### src/rtl/float_pkg.sv
// Shared types and helpers for the sequential float adder/subtractor.
package float_pkg;

  typedef enum logic [2:0] {
    StIdle,
    StAlign,
    StAdd,
    StNorm,
    StRound,
    StHold
  } state_e;

  typedef struct packed {
    logic invalid;
    logic overflow;
    logic underflow;
    logic inexact;
  } flags_t;

  typedef enum logic [1:0] {
    ClsZero,
    ClsNormal,
    ClsInf,
    ClsNan
  } fclass_e;

  // Width-agnostic: the caller reduces its own exponent/fraction fields to these three facts.
  function automatic fclass_e fclass_decode(input logic exp_zero, input logic exp_ones,
                                            input logic frac_zero);
    if (exp_zero) return ClsZero;
    if (!exp_ones) return ClsNormal;
    return frac_zero ? ClsInf : ClsNan;
  endfunction

  // Quiet NaN {0, all-ones exponent, 1 followed by zeros}, right-aligned in 64 bits.
  function automatic logic [63:0] qnan_word(input int unsigned exp_w, input int unsigned man_w);
    logic [63:0] w;
    w = '0;
    for (int unsigned i = 0; i < exp_w; i++) begin
      w = w | (64'd1 << (man_w + i));
    end
    w = w | (64'd1 << (man_w - 1));
    return w;
  endfunction

endpackage

### src/rtl/float_addsub_seq_if.sv
// Operand/result handshake bundle for float_addsub_seq.
interface float_addsub_seq_if #(
  parameter int unsigned EXP_W = 8,
  parameter int unsigned MAN_W = 23
) ();
  import float_pkg::*;

  localparam int unsigned W = 1 + EXP_W + MAN_W;

  logic         IN_VALID;
  logic         IN_READY;
  logic [W-1:0] A;
  logic [W-1:0] B;
  logic         OP;
  logic         OUT_VALID;
  logic         OUT_READY;
  logic [W-1:0] RESULT;
  flags_t       FLAGS;

  modport slave (
    input  IN_VALID, A, B, OP, OUT_READY,
    output IN_READY, OUT_VALID, RESULT, FLAGS
  );

  modport master (
    output IN_VALID, A, B, OP, OUT_READY,
    input  IN_READY, OUT_VALID, RESULT, FLAGS
  );

endinterface

### src/rtl/float_align_shift.sv
// Right shift of a significand with every shifted-out bit folded into the sticky LSB.
module float_align_shift #(
  parameter int unsigned SigW = 27,
  parameter int unsigned AmtW = 8
) (
  input  logic [SigW-1:0] sig_i,
  input  logic [AmtW-1:0] amt_i,
  output logic [SigW-1:0] sig_o
);

  logic [SigW-1:0] shifted;
  logic [SigW-1:0] lost_mask;

  assign shifted   = sig_i >> amt_i;
  // Oversized shifts give an all-ones mask, leaving only the sticky bit.
  assign lost_mask = ~({SigW{1'b1}} << amt_i);
  assign sig_o     = {shifted[SigW-1:1], shifted[0] | (|(sig_i & lost_mask))};

endmodule

### src/rtl/float_addsub_seq.sv
// Multi-cycle IEEE-style adder/subtractor, round-to-nearest-even, subnormals flushed to zero.
module float_addsub_seq
  import float_pkg::*;
#(
  parameter int unsigned EXP_W = 8,
  parameter int unsigned MAN_W = 23
) (
  input logic               CLK,
  input logic               RESET_N,
  float_addsub_seq_if.slave bus
);

  localparam int unsigned W  = 1 + EXP_W + MAN_W;
  localparam int unsigned DW = MAN_W + 4;  // hidden bit, fraction, guard, round, sticky
  localparam int unsigned SW = MAN_W + 5;
  localparam logic [63:0]    QNAN_WORD = qnan_word(EXP_W, MAN_W);
  localparam logic [W-1:0]   QNAN      = QNAN_WORD[W-1:0];
  localparam logic [EXP_W:0] EXP_MAX   = {1'b0, {EXP_W{1'b1}}};
  localparam logic [EXP_W:0] EXP_ONE   = (EXP_W+1)'(1);

  state_e         state_q, state_d;
  logic [W-1:0]   a_q, a_d, b_q, b_d, result_q, result_d;
  flags_t         flags_q, flags_d;
  logic           sign_q, sign_d, sub_q, sub_d;
  logic [EXP_W:0] exp_q, exp_d;
  logic [DW-1:0]  man_q, man_d, mb_q, mb_d;
  logic           in_ready_q, out_valid_q;

  assign bus.IN_READY  = in_ready_q;
  assign bus.OUT_VALID = out_valid_q;
  assign bus.RESULT    = result_q;
  assign bus.FLAGS     = flags_q;

  // Input classification and special-value bypass
  logic [W-1:0] in_a, in_b, spec_res;
  fclass_e      cls_a, cls_b;
  flags_t       spec_flags;
  logic         is_special;

  assign in_a  = bus.A;
  assign in_b  = {bus.B[W-1] ^ bus.OP, bus.B[W-2:0]};
  assign cls_a = fclass_decode(in_a[W-2:MAN_W] == '0, in_a[W-2:MAN_W] == '1,
                               in_a[MAN_W-1:0] == '0);
  assign cls_b = fclass_decode(in_b[W-2:MAN_W] == '0, in_b[W-2:MAN_W] == '1,
                               in_b[MAN_W-1:0] == '0);

  always_comb begin
    spec_res   = in_a;
    spec_flags = '0;
    is_special = (cls_a != ClsNormal) || (cls_b != ClsNormal);
    if (cls_a == ClsNan || cls_b == ClsNan) begin
      spec_res = QNAN;
    end else if (cls_a == ClsInf && cls_b == ClsInf) begin
      if (in_a[W-1] != in_b[W-1]) begin
        spec_res           = QNAN;
        spec_flags.invalid = 1'b1;
      end
    end else if (cls_a == ClsInf) begin
      spec_res = in_a;
    end else if (cls_b == ClsInf) begin
      spec_res = in_b;
    end else if (cls_a == ClsZero && cls_b == ClsZero) begin
      spec_res = {in_a[W-1] & in_b[W-1], {(W-1){1'b0}}};
    end else if (cls_a == ClsZero) begin
      spec_res = in_b;
    end
  end

  // Alignment: larger magnitude first, smaller one shifted down
  logic           a_big;
  logic [W-1:0]   big_op;
  logic [W-2:0]   small_mag;
  logic [EXP_W-1:0] shift_amt;
  logic [DW-1:0]  small_sig, small_aligned;

  assign a_big     = a_q[W-2:0] >= b_q[W-2:0];
  assign big_op    = a_big ? a_q : b_q;
  assign small_mag = a_big ? b_q[W-2:0] : a_q[W-2:0];
  assign shift_amt = big_op[W-2:MAN_W] - small_mag[W-2:MAN_W];
  assign small_sig = {1'b1, small_mag[MAN_W-1:0], 3'b000};

  float_align_shift #(
    .SigW (DW),
    .AmtW (EXP_W)
  ) u_align (
    .sig_i (small_sig),
    .amt_i (shift_amt),
    .sig_o (small_aligned)
  );

  // Magnitude add; subtraction never goes negative because of the swap
  logic [SW-1:0] sum;
  assign sum = sub_q ? ({1'b0, man_q} - {1'b0, mb_q}) : ({1'b0, man_q} + {1'b0, mb_q});

  logic [DW-1:0] man_shl;
  assign man_shl = {man_q[DW-2:0], 1'b0};

  // Rounding from guard/round/sticky in man_q[2:0]
  logic             round_up, inexact;
  logic [MAN_W+1:0] rounded;
  logic [EXP_W:0]   exp_rnd;
  logic [MAN_W-1:0] frac_rnd;

  assign inexact  = |man_q[2:0];
  assign round_up = man_q[2] & (man_q[1] | man_q[0] | man_q[3]);
  assign rounded  = {1'b0, man_q[DW-1:3]} + {{(MAN_W+1){1'b0}}, round_up};
  assign exp_rnd  = exp_q + {{EXP_W{1'b0}}, rounded[MAN_W+1]};
  assign frac_rnd = rounded[MAN_W+1] ? rounded[MAN_W:1] : rounded[MAN_W-1:0];

  always_comb begin
    state_d  = state_q;
    a_d      = a_q;
    b_d      = b_q;
    sign_d   = sign_q;
    sub_d    = sub_q;
    exp_d    = exp_q;
    man_d    = man_q;
    mb_d     = mb_q;
    result_d = result_q;
    flags_d  = flags_q;
    unique case (state_q)
      StIdle: begin
        if (bus.IN_VALID && in_ready_q) begin
          a_d = in_a;
          b_d = in_b;
          if (is_special) begin
            result_d = spec_res;
            flags_d  = spec_flags;
            state_d  = StHold;
          end else begin
            state_d = StAlign;
          end
        end
      end
      StAlign: begin
        sign_d  = big_op[W-1];
        sub_d   = a_q[W-1] ^ b_q[W-1];
        exp_d   = {1'b0, big_op[W-2:MAN_W]};
        man_d   = {1'b1, big_op[MAN_W-1:0], 3'b000};
        mb_d    = small_aligned;
        state_d = StAdd;
      end
      StAdd: begin
        if (sum[SW-1]) begin
          man_d   = {sum[SW-1:2], sum[1] | sum[0]};
          exp_d   = exp_q + EXP_ONE;
          state_d = StRound;
        end else begin
          man_d   = sum[DW-1:0];
          state_d = sum[DW-1] ? StRound : StNorm;
        end
      end
      StNorm: begin
        if (man_q == '0) begin
          sign_d  = 1'b0;
          exp_d   = '0;
          state_d = StRound;
        end else if (exp_q <= EXP_ONE) begin
          result_d          = {sign_q, {(W-1){1'b0}}};
          flags_d           = '0;
          flags_d.underflow = 1'b1;
          flags_d.inexact   = 1'b1;
          state_d           = StHold;
        end else begin
          man_d = man_shl;
          exp_d = exp_q - EXP_ONE;
          if (man_shl[DW-1]) state_d = StRound;
        end
      end
      StRound: begin
        flags_d         = '0;
        flags_d.inexact = inexact;
        if (exp_rnd >= EXP_MAX) begin
          result_d         = {sign_q, {EXP_W{1'b1}}, {MAN_W{1'b0}}};
          flags_d.overflow = 1'b1;
          flags_d.inexact  = 1'b1;
        end else begin
          result_d = {sign_q, exp_rnd[EXP_W-1:0], frac_rnd};
        end
        state_d = StHold;
      end
      StHold: begin
        if (bus.OUT_READY) state_d = StIdle;
      end
      default: state_d = StIdle;
    endcase
  end

  always_ff @(posedge CLK or negedge RESET_N) begin
    if (!RESET_N) begin
      state_q     <= StIdle;
      a_q         <= '0;
      b_q         <= '0;
      sign_q      <= 1'b0;
      sub_q       <= 1'b0;
      exp_q       <= '0;
      man_q       <= '0;
      mb_q        <= '0;
      result_q    <= '0;
      flags_q     <= '0;
      in_ready_q  <= 1'b0;
      out_valid_q <= 1'b0;
    end else begin
      state_q     <= state_d;
      a_q         <= a_d;
      b_q         <= b_d;
      sign_q      <= sign_d;
      sub_q       <= sub_d;
      exp_q       <= exp_d;
      man_q       <= man_d;
      mb_q        <= mb_d;
      result_q    <= result_d;
      flags_q     <= flags_d;
      in_ready_q  <= (state_d == StIdle);
      out_valid_q <= (state_d == StHold);
    end
  end

endmodule

### src/flat_wrapper.sv
// flat-port wrapper written by rule: the top's interface ports become plain ports
module float_addsub_seq_flat import float_pkg::*;
#(
  parameter int unsigned EXP_W = 8,
  parameter int unsigned MAN_W = 23
)
  (CLK, RESET_N, bus_IN_VALID, bus_A, bus_B, bus_OP, bus_OUT_READY, bus_IN_READY, bus_OUT_VALID, bus_RESULT, bus_FLAGS);
  float_addsub_seq_if #(.EXP_W(EXP_W), .MAN_W(MAN_W)) bus_i ();
  input logic CLK;
  input logic RESET_N;
  input wire logic [$bits(bus_i.IN_VALID)-1:0] bus_IN_VALID;
  input wire logic [$bits(bus_i.A)-1:0] bus_A;
  input wire logic [$bits(bus_i.B)-1:0] bus_B;
  input wire logic [$bits(bus_i.OP)-1:0] bus_OP;
  input wire logic [$bits(bus_i.OUT_READY)-1:0] bus_OUT_READY;
  output wire logic [$bits(bus_i.IN_READY)-1:0] bus_IN_READY;
  output wire logic [$bits(bus_i.OUT_VALID)-1:0] bus_OUT_VALID;
  output wire logic [$bits(bus_i.RESULT)-1:0] bus_RESULT;
  output wire logic [$bits(bus_i.FLAGS)-1:0] bus_FLAGS;
  assign bus_i.IN_VALID = bus_IN_VALID;
  assign bus_i.A = bus_A;
  assign bus_i.B = bus_B;
  assign bus_i.OP = bus_OP;
  assign bus_i.OUT_READY = bus_OUT_READY;
  assign bus_IN_READY = bus_i.IN_READY;
  assign bus_OUT_VALID = bus_i.OUT_VALID;
  assign bus_RESULT = bus_i.RESULT;
  assign bus_FLAGS = bus_i.FLAGS;
  float_addsub_seq #(.EXP_W(EXP_W), .MAN_W(MAN_W)) u_core (.CLK(CLK), .RESET_N(RESET_N), .bus(bus_i));
endmodule
### config.mk
export PLATFORM = sky130hd
export DESIGN_NAME = float_addsub_seq_flat
export DESIGN_NICKNAME = d
export VERILOG_FILES = /design/src/rtl/float_pkg.sv /design/src/rtl/float_addsub_seq_if.sv /design/src/rtl/float_align_shift.sv /design/src/rtl/float_addsub_seq.sv /design/src/flat_wrapper.sv
export SDC_FILE = /design/constraint.sdc
export NUM_CORES = 1
export LEC_CHECK = 0
export ABC_CLOCK_PERIOD_IN_PS = 13010
export BUFFER_PORTS_ARGS = -buffer_cell sky130_fd_sc_hd__buf_4
export CAP_MARGIN = 20
export CORE_MARGIN = 5
export CORE_UTILIZATION = 50
export CTS_CLUSTER_DIAMETER = 200
export DETAILED_ROUTE_END_ITERATION = 8
export PLACE_DENSITY = 0.68
export SETUP_SLACK_MARGIN = 0.1
export SLEW_MARGIN = 10
export SYNTH_ARGS = -nofsm -noshare
export SYNTH_HDL_FRONTEND = slang
export SYNTH_SLANG_ARGS = --single-unit
### constraint.sdc
create_clock -name CLK -period 13.01 [get_ports CLK]
set_clock_uncertainty 0.15 [all_clocks]
set_input_delay 0 -clock CLK [delete_from_list [all_inputs] [get_ports CLK]]
set_output_delay 0 -clock CLK [all_outputs]
set_load 0.02 [all_outputs]
**After elaboration in Yosys (flattened, before gate mapping)**

Index checks and enable logic that the tools add are counted.

- Bits in registers: 170
- Output and inout port bits: 38
- Input port bits: 69
- Logic and storage cells: 146

- Shifts and indexed selects: 2
- Bitwise operators: 10
- $lt $le $gt $ge: 3
- Mux-type cells: 62
- Reductions and logical operators: 24
- Eq/ne operators: 23
- Add/sub/neg operators: 7

Operators with widths:

| cell | count |
|---|---|
| $mux 32 | 12 |
| $pmux 32 s3 | 1 |
| $mux 27 | 3 |
| $pmux 27 s3 | 1 |
| $mux 31 | 2 |
| $logic_not 23->1 | 2 |
| $ge 31x31->1 | 1 |
| $add 27x27->28 | 1 |
| $mux 28 | 1 |
| $sub 27x27->28 | 1 |
| $and 27x27->27 | 1 |
| $logic_not 27->1 | 1 |
| $mux 9 | 3 |
| $not 27->27 | 1 |
| $pmux 9 s3 | 1 |
| $reduce_or 27->1 | 1 |
| $shl 27x8->27 const A | 1 |
| $shr 27x8->27 | 1 |
| $add 24x1->25 | 1 |
| $mux 3 | 8 |
| $mux 23 | 1 |
| $pmux 3 s6 | 1 |
| $eq 8x8->1 const B | 2 |
| $logic_not 8->1 | 2 |
| 32 further kinds | 81 |

**Longest topological paths before layout**

Gate-level depths: netlist of run 1.

- Word-level depth: 15
- Depth in mapped cells: 24
- Gate-level depth less buffers: 20

**Modules after synthesis**

A second synthesis of run 1 with hierarchy kept.

- Cell total of the unflattened synthesis: 1,774
- Area, all modules: 14,646.5 um2

By module, submodules not included:

| module | cells an instance | seq. area each (um2) | area an instance (um2) | times used |
|---|---|---|---|---|
| float_addsub_seq | 1,493 | 4,254.1 | 12,633.4 | 1 |
| float_align_shift | 281 | 0.0 | 2,013.2 | 1 |

**Worst setup path before layout of run 1**

No wires, ideal clock.

- Kind: register to register
- Start: register u_core.a_q[28]
- End: register u_core.mb_q[0]
- Clock period less this slack: 5,415 ps
- Data required time: 12,722 ps
- Stages on the path, launching flop included: 24
- Setup time: 138 ps
- Setup slack: 7,595 ps
- Arrival time: 5,126 ps
- Buffers on the path: 6
- Cells stage by stage: dfrtp_1 -> ha_1 -> buf_4 -> nand4_2 -> or3_4 -> nor4_4 -> o21ai_1 -> nand2_1 -> buf_4 -> clkbuf_1 -> clkbuf_1 -> clkbuf_1 -> o21a_1 -> ha_1 -> nand2_1 -> nor4b_1 -> a211oi_1 -> o21ai_0 -> nand2_1 -> buf_2 -> a31oi_1 -> a2111oi_0 -> o2111a_1 -> a31oi_1

- Word-level cells in the longest chain between the ends: 8
- Elaborated cells on any way between the ends: 10
- Classes of those cells: add/sub (1); order compare (1); shift (2); mux (2); bitwise (3); reduce/logical (1)

Ends and longest elaborated chain:

| item | RTL line | text |
|---|---|---|
| start, declared | float_addsub_seq.sv:22 | `logic [W-1:0] a_q, a_d, b_q, b_d, result_q, result_d;` |
| start signal, assigned | float_addsub_seq.sv:192 | `a_q <= '0;` |
| start signal, assigned | float_addsub_seq.sv:205 | `a_q <= a_d;` |
| $ge 31x31->1 | float_addsub_seq.sv:76 | `assign a_big = a_q[W-2:0] >= b_q[W-2:0];` |
| $mux 32 / $mux 31 (equally long branches) | float_addsub_seq.sv:77, float_addsub_seq.sv:78 |  |
| $sub 8x8->8 | float_addsub_seq.sv:79 | `assign shift_amt = big_op[W-2:MAN_W] - small_mag[W-2:MAN_W];` |
| $shl 27x8->27 | float_align_shift.sv:16 | `assign lost_mask = ~({SigW{1'b1}} << amt_i);` |
| $not 27->27 | float_align_shift.sv:16 |  |
| $and 27x27->27 | float_align_shift.sv:17 | `assign sig_o = {shifted[SigW-1:1], shifted[0] \| (\|(sig_i & lost_mask))};` |
| $reduce_or 27->1 | float_align_shift.sv:17 |  |
| $or 1x1->1 * | float_align_shift.sv:17 |  |
| end signal, assigned | float_addsub_seq.sv:211 | `mb_q <= mb_d;` |
| end, declared | float_addsub_seq.sv:26 | `logic [DW-1:0] man_q, man_d, mb_q, mb_d;` |

Mark *: on every way between the ends. The rest lies on a longest branch, timed or not.
A chain may end at the register's enable or synchronous reset.

**Worst setup path after layout of run 1**

Ends and elaborated chain as after synthesis.

==> run metrics, run 1 <==
Bufs on Longest Clock Path=2; count of final setup violators=0; final worst path period share=0.450; CTS Sinks=170; RD Place Congestion=0.987; total via count in the routed design=15.1k; Final min period=5.86 ns; Die Area=0.0331 mm2; Hold Slack=between 0.01 and 0.015 ns; CTS tree=yes; row count=63; Post-Route WL=54,800 um; peak fanout along the critical path=23; startpoint types=flip-flop; Die Y=182 um; Worst EP arrival=around 6 ns; Initial DRT Pass Iterations=5; io pins=roughly 110; total track usage=0.326; initial core utilization=0.502; vias in the first global route=14.6k; setup tns final=0 ns; Synth top cells by count=nand2_1, a21oi_1, nor2_1, dfrtp_1, o21ai_0; pin count of the biggest net entering global routing=100; P&R area growth vs syn=15.2%; core area=0.0294 mm2; ANT cells=0; met3 WL=4470 um; first-pass GRT wire length=about 85,000 um; Crit path required time=13.15 ns; Reg-to-Reg End=u_core.mb_q[0]; Rel. slew slack=0.283; Post-CTS Setup Bufs=0; unique cell type count in the Yosys netlist=91; flops & latches, synth=170; dpl ws=roughly 7.3 ns; routed len/inst=23.6 um; CP startpoint=u_core.a_q[28]; Syn Nets=1,962; share of layout cells above drive strength 1=0.138; Syn Area/Cell=8.09 um2; Critical R2R Launch=u_core.a_q[28]; Worst Reg-to-Reg Cells=16; Worst-Skew Late Latency=~0.45 ns; NumNets Final=about 2.1k; top cells by area, synth=dfrtp_1, a21oi_1, ha_1, nand2_1, nor2_1; Worst-path clk slew=0.08 ns; M1 WL=22,200 um; Top Metal Used=met4; Layout fillers=between 2k and 3k; max-cap violation count=0; vias per cell=6.49; synthesized instance count=1,825; FFs w/ async S/R, synth=1.00; Hold Crit Class=in -> reg; CP Class=reg -> reg; Worst Tran Pin Value=1.07 ns; most common cell in the netlist=nand2_1; area leader, netlist=dfrtp_1; Final HPWL DP=41,300 um; final worst slack=7.15 ns; Yosys top cell area share=0.288; crit path to=u_core.mb_q[0]; metal2 WL=25,300 um; status=completed; initial antenna violation count=0; root buf cell=clkbuf_16; Top FF cell, synth=dfrtp_1; warnings from Yosys=0; Port Buffer Count=roughly 110; Fmax achieved=171 MHz; H-tree depth=4; drt drc=0; synthesized area=between 0.01 and 0.015 mm2; Hold Fails Final Rpt=0; Num CTS Buffers=17; Post-synth EDFFs=0; max-slew violations=0; CP endpoint kind=flip-flop; RSZ-0062 raised after global routing=no; sequential area share after synthesis=0.288; Routed Antenna Nets=0; grt ovf=0; Iteration-0 DRC Markers=approximately 1.6k; flop2flop setup slack=7.15 ns; Die W=around 180 um
[critical path, stage by stage, from the launching register on]
cell and delay, ns:
dfrtp_1 0.42, ha_1 0.57, nand4_2 0.20, or3_4 0.45, nor4_4 0.30, o21a_1 0.42, o21ai_0 0.23, o21a_1 0.16
ha_1 0.89, inv_1 0.19, mux4_2 0.48, mux2i_1 0.34, nor2_1 0.12, nor2_1 0.14, a21oi_1 0.09, o41ai_1 0.38
a31oi_1 0.16
[state kept, by name, summed over array words and instances (netlist names)]
| signal | count |
|---|---|
| u_core.bus.OUT_VALID | 1 |
| u_core.state_q | 3 |
| u_core.b_q | 32 |
| u_core.man_q | 27 |
| u_core.mb_q | 27 |
| u_core.bus.IN_READY | 1 |
| u_core.sign_q | 1 |
| u_core.bus.FLAGS | 4 |
| u_core.bus.RESULT | 32 |
| u_core.sub_q | 1 |
| u_core.a_q | 32 |
| u_core.exp_q | 9 |
[placed cells by master, fill, tap and decap left out, types with 8 or more instances in the layout]
cell	Yosys	layout
a211oi_1	25	24
a21boi_0	8	8
a21o_1	17	17
a21oi_1	180	180
a221oi_1	20	20
a22o_1	11	11
a31oi_1	23	23
and2_1	13	13
and3_1	24	24
buf_4	6	125
clkbuf_16	0	17
dfrtp_1	170	170
dlygate4sd3_1	0	67
ha_1	67	67
inv_1	64	64
mux2_2	46	46
mux2i_1	61	61
mux4_2	15	15
nand2_1	206	205
nand3_1	64	64
nand4_1	18	18
nor2_1	174	172
nor2b_1	16	15
nor3_1	36	35
nor4_1	27	27
o211ai_1	16	16
o21a_1	25	25
o21ai_0	120	119
o221ai_1	17	17
o22ai_1	12	12
or3_1	10	10
xnor2_1	53	53
xor2_1	20	20
[kinds of logic (layout without fill, tap and decap cells)]
logic type               count (synthesis)  after routing  synth area share
AO/OA/AOI/OAI                          566            566             0.249
XOR/XNOR                                75             75            0.0463
adder cells (fa/ha/maj)                 69             69            0.0588
buffers and inverters                  186            290            0.0510
flip-flops                             170            170             0.288
multiplexers                           132            132             0.108
AND/OR/NAND/NOR                        627            627             0.199
[per-stage QoR]
stage / instances / area (um2) / util
floorplan: 1825 / 14800 / -
finish: 2319 / 17000 / 0.578
detailed placement: 2219 / 15700 / 0.535
global route: 2319 / 17000 / 0.578
global placement: 2219 / 15700 / 0.535
CTS: 2319 / 17000 / 0.578
[worst min-delay path by stage]
stage                              endpoint  depth (start not counted)  slack (ns)           from
after global routing      u_core.state_q[0]                          4        0.08  bus_OUT_READY
after CTS                 u_core.state_q[0]                          4        0.02  bus_OUT_READY
final                     u_core.state_q[0]                          4        0.01  bus_OUT_READY
after global placement      u_core.exp_q[6]                          1       -0.16        RESET_N
after floorplan               u_core.a_q[0]                          0       -0.45        RESET_N
after detailed placement    u_core.exp_q[6]                          1       -0.16        RESET_N
[cell type report]
class / instances / area [um2] / area share
repair buffers: 194 / 1650 / 0.0969
multi-input cells: 1469 / 9790 / 0.576
inverters: 64 / 240 / 0.0141
well taps: 390 / 488 / 0.0287
flip-flops and latches: 170 / 4250 / 0.250
clock inverters: 15 / 153 / 0.00898
clock buffers: 17 / 425 / 0.0250
[layer usage]
layer | vias to the layer above | track usage
met2 | 758 | 0.522
met1 | 7232 | 0.434
met5 | - | 0
met4 | 0 | 0.146
li1 | 6914 | -
met3 | 153 | 0.0549
[what timing repair did]
item | in CTS | in global routing
endpoints found under the setup margin | 0 | 0
hold buffers | 68 | 0
hold endpoints to repair | 149 | 0
gates resized for setup | 0 | 0
Power of run 1 is not shown: default switching activity piles up to over one toggle a cycle in this logic, so the estimate is an artifact.
==> run 2, diff against run 1 <==
- ABC_CLOCK_PERIOD_IN_PS: 13010 -> 5800
- clock period: 13.01 -> 5.8 ns (I/O delays scaled with it)
==> run metrics, run 2 (same netlist as run 1, synthesis figures left out) <==
Critical R2R Launch=u_core.man_q[3]; Num CTS Buffers=17 (unchanged); Worst Reg-to-Reg Cells=20 (+4); most common cell after layout, fill and taps aside=nand2_1; P&R area growth vs syn=16.3%; crit-path most repeated cell=nor2_1; max-cap violation count=0 (unchanged); Die Area=0.0331 mm2 (unchanged); post-layout util=0.584 (+0.00583); io pins=107 (unchanged); Post-CTS Setup Bufs=0 (unchanged); Worst EP arrival=5.43 ns (-0.57 ns); vias in the first global route=14.4k (-1.3%); Post-Route WL=54,900 um (+0.11%); initial core utilization=0.502 (unchanged); pin count of the biggest net entering global routing=105 (+5.0%); first-pass GRT wire length=84,700 um (-0.54%); most frequent cells in the layout=nand2_1, a21oi_1, nor2_1; Rel. slew slack=0.322 (+0.0382); Port Buffer Count=106 (unchanged); max incr delay on CP=0.53 ns (-0.36 ns); Worst-Skew Late Latency=0.44 ns (about the same); H-tree depth=4 (unchanged); CTS Sinks=170 (unchanged); CTS tree=yes; flop2flop setup slack=0.58 ns (-6.57 ns); Die W=182 um (unchanged); routed len/inst=23.4 um (-0.79%); Routed Antenna Nets=0 (unchanged); ANT cells=0 (unchanged); CP Class=reg -> reg; peak fanout along the critical path=10 (-57%); CP Cell Sequence=inv_1 -> nor2_1 -> ha_1 -> nand2_1 -> nor2_1 -> nand3_1 -> nor2_1 -> and3_1 -> and4_1 -> ha_1 -> ha_1 -> xnor2_1 -> nor2_1 -> a31o_2 -> a21oi_1 -> a21oi_1 -> or2_2 -> nor2_1 -> a21oi_1 -> a21oi_1; NumNets Final=2,074 (+1.0%); drt drc=0 (unchanged); Worst-path clk slew=0.08 ns (about the same); grt ovf=0 (unchanged); core area=0.0294 mm2 (unchanged); CP endpoint kind=flip-flop; Iteration-0 DRC Markers=1,786 (+9.2%); final worst path period share=0.900 (+0.449); Final HPWL DP=41,100 um (-0.38%); total track usage=0.323 (-0.00288); RSZ-0062 raised after global routing=no; status=completed; row count=63 (unchanged); share of layout cells above drive strength 1=0.147 (+0.00877); Initial DRT Pass Iterations=7 (+2); total via count in the routed design=15.4k (+2.4%); setup tns final=0 ns (unchanged); initial antenna violation count=1 (+1); root buf cell=clkbuf_16; startpoint types=flip-flop; Hold Crit Class=in -> async; Crit-path slowest cell=nor2_1; max-slew violations=0 (unchanged); Reg-to-Reg End=u_core.bus.RESULT[5]; Fmax achieved=192 MHz (+12%); count of final setup violators=0 (unchanged); Worst Tran Pin Value=1.02 ns (-0.0573 ns); Die Y=182 um (unchanged); RD Place Congestion=1.02 (+3.8%); vias per cell=6.59 (+1.4%); Final min period=5.22 ns (-0.643 ns); Hold Fails Final Rpt=0 (unchanged); Crit path required time=6.01 ns (-7.14 ns); Bufs on Longest Clock Path=2 (unchanged)
## run 2: changes by cell type in the layout (fill, tap and decap cells not counted), sizes merged
cell and delta:
clkbuf +2, buf +21, bufinv +2, inv -4
## run 2: worst max path at each step
stage / from / endpoint / slack (ns) / cells past startpoint
3_3_place_gp: u_core.mb_q[5] / u_core.man_q[11] / 0.82 / 19
6_report: u_core.man_q[3] / u_core.bus.RESULT[5] / 0.58 / 20
5_1_grt: u_core.mb_q[2] / u_core.man_q[9] / 0.17 / 22
2_1_floorplan: u_core.a_q[28] / u_core.mb_q[0] / 0.39 / 23
4_1_cts: u_core.mb_q[2] / u_core.man_q[15] / 0.69 / 19
3_5_place_dp: u_core.mb_q[2] / u_core.man_q[15] / 0.71 / 19
## run 2: final cells by class
cell class / count / area, um2
multi-input combinational: 1469 / 9790
timing repair buffer: 215 / 1800
sequential: 170 / 4250
inverter: 64 / 240
tap: 390 / 488
fill: 2608 / 12200
clock buffer: 19 / 443
clock inverter: 13 / 156
## run 2: critical path, delay by kind of cell (launching register included)
family | cells | cell delay (ns)
compound gates | 5 | 0.93
xor+xnor | 1 | 0.16
fa+ha+maj | 3 | 0.71
buf+inv | 1 | 0.10
flops | 1 | 0.46
simple gates | 10 | 2.62
## run 2: through the flow
stage	hold slack [ns]	instance area [um2]	instances	setup WS [ns]
final	0.0639	17200	2340	0.583
after floorplan	-0.446	14800	1825	0.385
after global placement	0.0520	15900	2241	0.817
after detailed placement	0.0572	15900	2241	0.705
after CTS	0.0288	17200	2340	0.687
after global routing	0.0674	17200	2340	0.174
## run 2: routing by layer
| metal | vias to the layer above | wire, um | track usage |
|---|---|---|---|
| met5 | - | 0 | 0 |
| met4 | 0 | 2930 | 0.151 |
| met3 | 149 | 4390 | 0.0459 |
| met2 | 886 | 25100 | 0.515 |
| met1 | 7426 | 22500 | 0.435 |
| li1 | 6952 | - | - |
## run 2: repair_timing
item                      in CTS  in global routing
hold buffers                  67                  0
hold endpoints to repair     196                  0
resized for setup              0                  0
Power of run 2 is left out for the same reason.
==> run 3, diff against run 2 <==
- ABC_CLOCK_PERIOD_IN_PS: 5800 -> 4900
- clock period: 5.8 -> 4.9 ns (I/O delays scaled with it)
==> run metrics, run 3 (same netlist as run 1, synthesis figures left out) <==
startpoint types=flip-flop; Crit path max-delay family=simple AND/OR/NAND/NOR gates; Worst-Skew Late Latency=0.45 ns (about the same); CP Cell Sequence=nor4_2 -> nand2b_1 -> or3_4 -> nor3b_4 -> nor2_1 -> xnor2_1 -> ha_1 -> a21oi_2 -> o21bai_1 -> a21o_1 -> a21oi_2 -> a21oi_4 -> o21ai_4 -> a21oi_2 -> or3_4 -> buf_12 -> mux2_1 -> a221oi_2 -> a21oi_1; Rel. slew slack=0.346 (+0.0241); Iteration-0 DRC Markers=1,821 (+2.0%); core area=0.0294 mm2 (unchanged); hold depth=4; Die W=182 um (unchanged); share of layout cells above drive strength 1=0.213 (+0.0658); setup tns final=0 ns (unchanged); total via count in the routed design=15.9k (+3.3%); vias per cell=6.50 (-1.4%); min-delay src=bus_OUT_READY; CP startpoint=u_core.mb_q[6]; WP buf/inv=1 (unchanged); Post-Route WL=57,800 um (+5.3%); pin count of the biggest net entering global routing=100 (-4.8%); Fmax achieved=209 MHz (+9.2%); max-slew violations=0 (unchanged); Num CTS Buffers=17 (unchanged); Port Buffer Count=106 (unchanged); CP endpoint kind=flip-flop; Final HPWL DP=43,400 um (+5.6%); Bufs on Longest Clock Path=2 (unchanged); H-tree depth=4 (unchanged); P&R area growth vs syn=24.2%; Final min period=4.78 ns (-0.440 ns); status=completed; Worst Tran Pin Value=0.978 ns (-0.0398 ns); flop2flop setup slack=0.12 ns (-0.46 ns); grt ovf=0 (unchanged); Hold Crit Class=in -> reg; Hold Path End=u_core.state_q[0]; RSZ-0062 raised after global routing=yes; Routed Antenna Nets=0 (unchanged); Initial DRT Pass Iterations=6 (-1); Die Area=0.0331 mm2 (unchanged); Crit-path slowest cell=or3_4; CTS tree=yes; count of final setup violators=0 (unchanged); first-pass GRT wire length=87,800 um (+3.6%); Critical R2R Launch=u_core.mb_q[6]; initial core utilization=0.502 (unchanged); NumNets Final=2,185 (+5.4%); routed len/inst=23.6 um (+0.56%); max-cap violation count=0 (unchanged); Hold Fails Final Rpt=0 (unchanged); Die Y=182 um (unchanged); Reg-to-Reg End=u_core.man_q[19]; most common cell after layout, fill and taps aside=buf_4; max incr delay on CP=0.44 ns (-0.09 ns); row count=63 (unchanged); Crit path required time=5.06 ns (-0.95 ns); ANT cells=0 (unchanged); crit-path most repeated cell=a21oi_2; vias in the first global route=15.0k (+4.1%); Worst-path clk slew=0.07 ns (about the same); CTS Sinks=170 (unchanged); Worst Reg-to-Reg Cells=19 (-5.0%); RD Place Congestion=1.05 (+2.8%); peak fanout along the critical path=6 (-4); Worst EP arrival=4.93 ns (-0.50 ns); final worst path period share=0.975 (+0.0755); initial antenna violation count=0 (-1); total track usage=0.336 (+0.0132); CP Class=reg -> reg; most frequent cells in the layout=buf_4, nand2_1, a21oi_1; root buf cell=clkbuf_16; io pins=107 (unchanged); drt drc=0 (unchanged)
## run 3: how the worst max path moves through the flow
stage                            to  slack, ns  cells past startpoint
2_1_floorplan        u_core.mb_q[0]       0.12                     22
3_3_place_gp        u_core.man_q[5]       0.10                     21
3_5_place_dp       u_core.man_q[12]      -0.03                     19
4_1_cts        u_core.bus.OUT_VALID       0.13                     19
5_1_grt            u_core.man_q[12]      -0.03                     19
6_report           u_core.man_q[19]       0.12                     19
## run 3: repair_timing
item	4_1_cts	5_1_grt
gates resized for setup	4	53
setup endpoints to repair	13	74
gates cloned	0	2
endpoints found under the hold margin	151	0
pin swaps	2	38
setup buffers	1	14
hold buffers	68	0
## run 3: worst register-to-register path, cell delays in order (launching register included)
cell and delay [ns]:
dfrtp_1 0.41, nor4_2 0.31, nand2b_1 0.15, or3_4 0.40, nor3b_4 0.19, nor2_1 0.07, xnor2_1 0.25, ha_1 0.34
a21oi_2 0.19, o21bai_1 0.13, a21o_1 0.18, a21oi_2 0.19, a21oi_4 0.09, o21ai_4 0.19, a21oi_2 0.10, or3_4 0.44
buf_12 0.17, mux2_1 0.34, a221oi_2 0.27, a21oi_1 0.10
## run 3: final cells by class
class | count | area, um2
clock inverters | 14 | 131
well taps | 390 | 488
clock buffers | 18 | 439
flip-flops and latches | 170 | 4260
inverters | 64 | 240
multi-input cells | 1469 | 10000
repair buffers | 326 | 2740
fillers | 2610 | 11100
## run 3: layer usage
layer,vias up,GRT usage,share of wire
li1,7181,-,-
met5,-,0,0
met2,827,0.530,0.46
met1,7749,0.447,0.41
met3,168,0.0627,0.081
met4,0,0.161,0.054
## run 3: metrics by stage
step | util | area, um2 | worst slack (ns) | cells | hold WS, ns
2_1_floorplan | - | 14800 | 0.123 | 1825 | -0.446
3_3_place_gp | 0.566 | 16700 | 0.101 | 2334 | -0.151
3_5_place_dp | 0.566 | 16700 | -0.0251 | 2334 | -0.145
4_1_cts | 0.610 | 17900 | 0.126 | 2435 | 0.0514
5_1_grt | 0.623 | 18300 | -0.0337 | 2451 | 0.132
6_report | 0.623 | 18300 | 0.123 | 2451 | 0.0843
Power of run 3 is left out for the same reason.
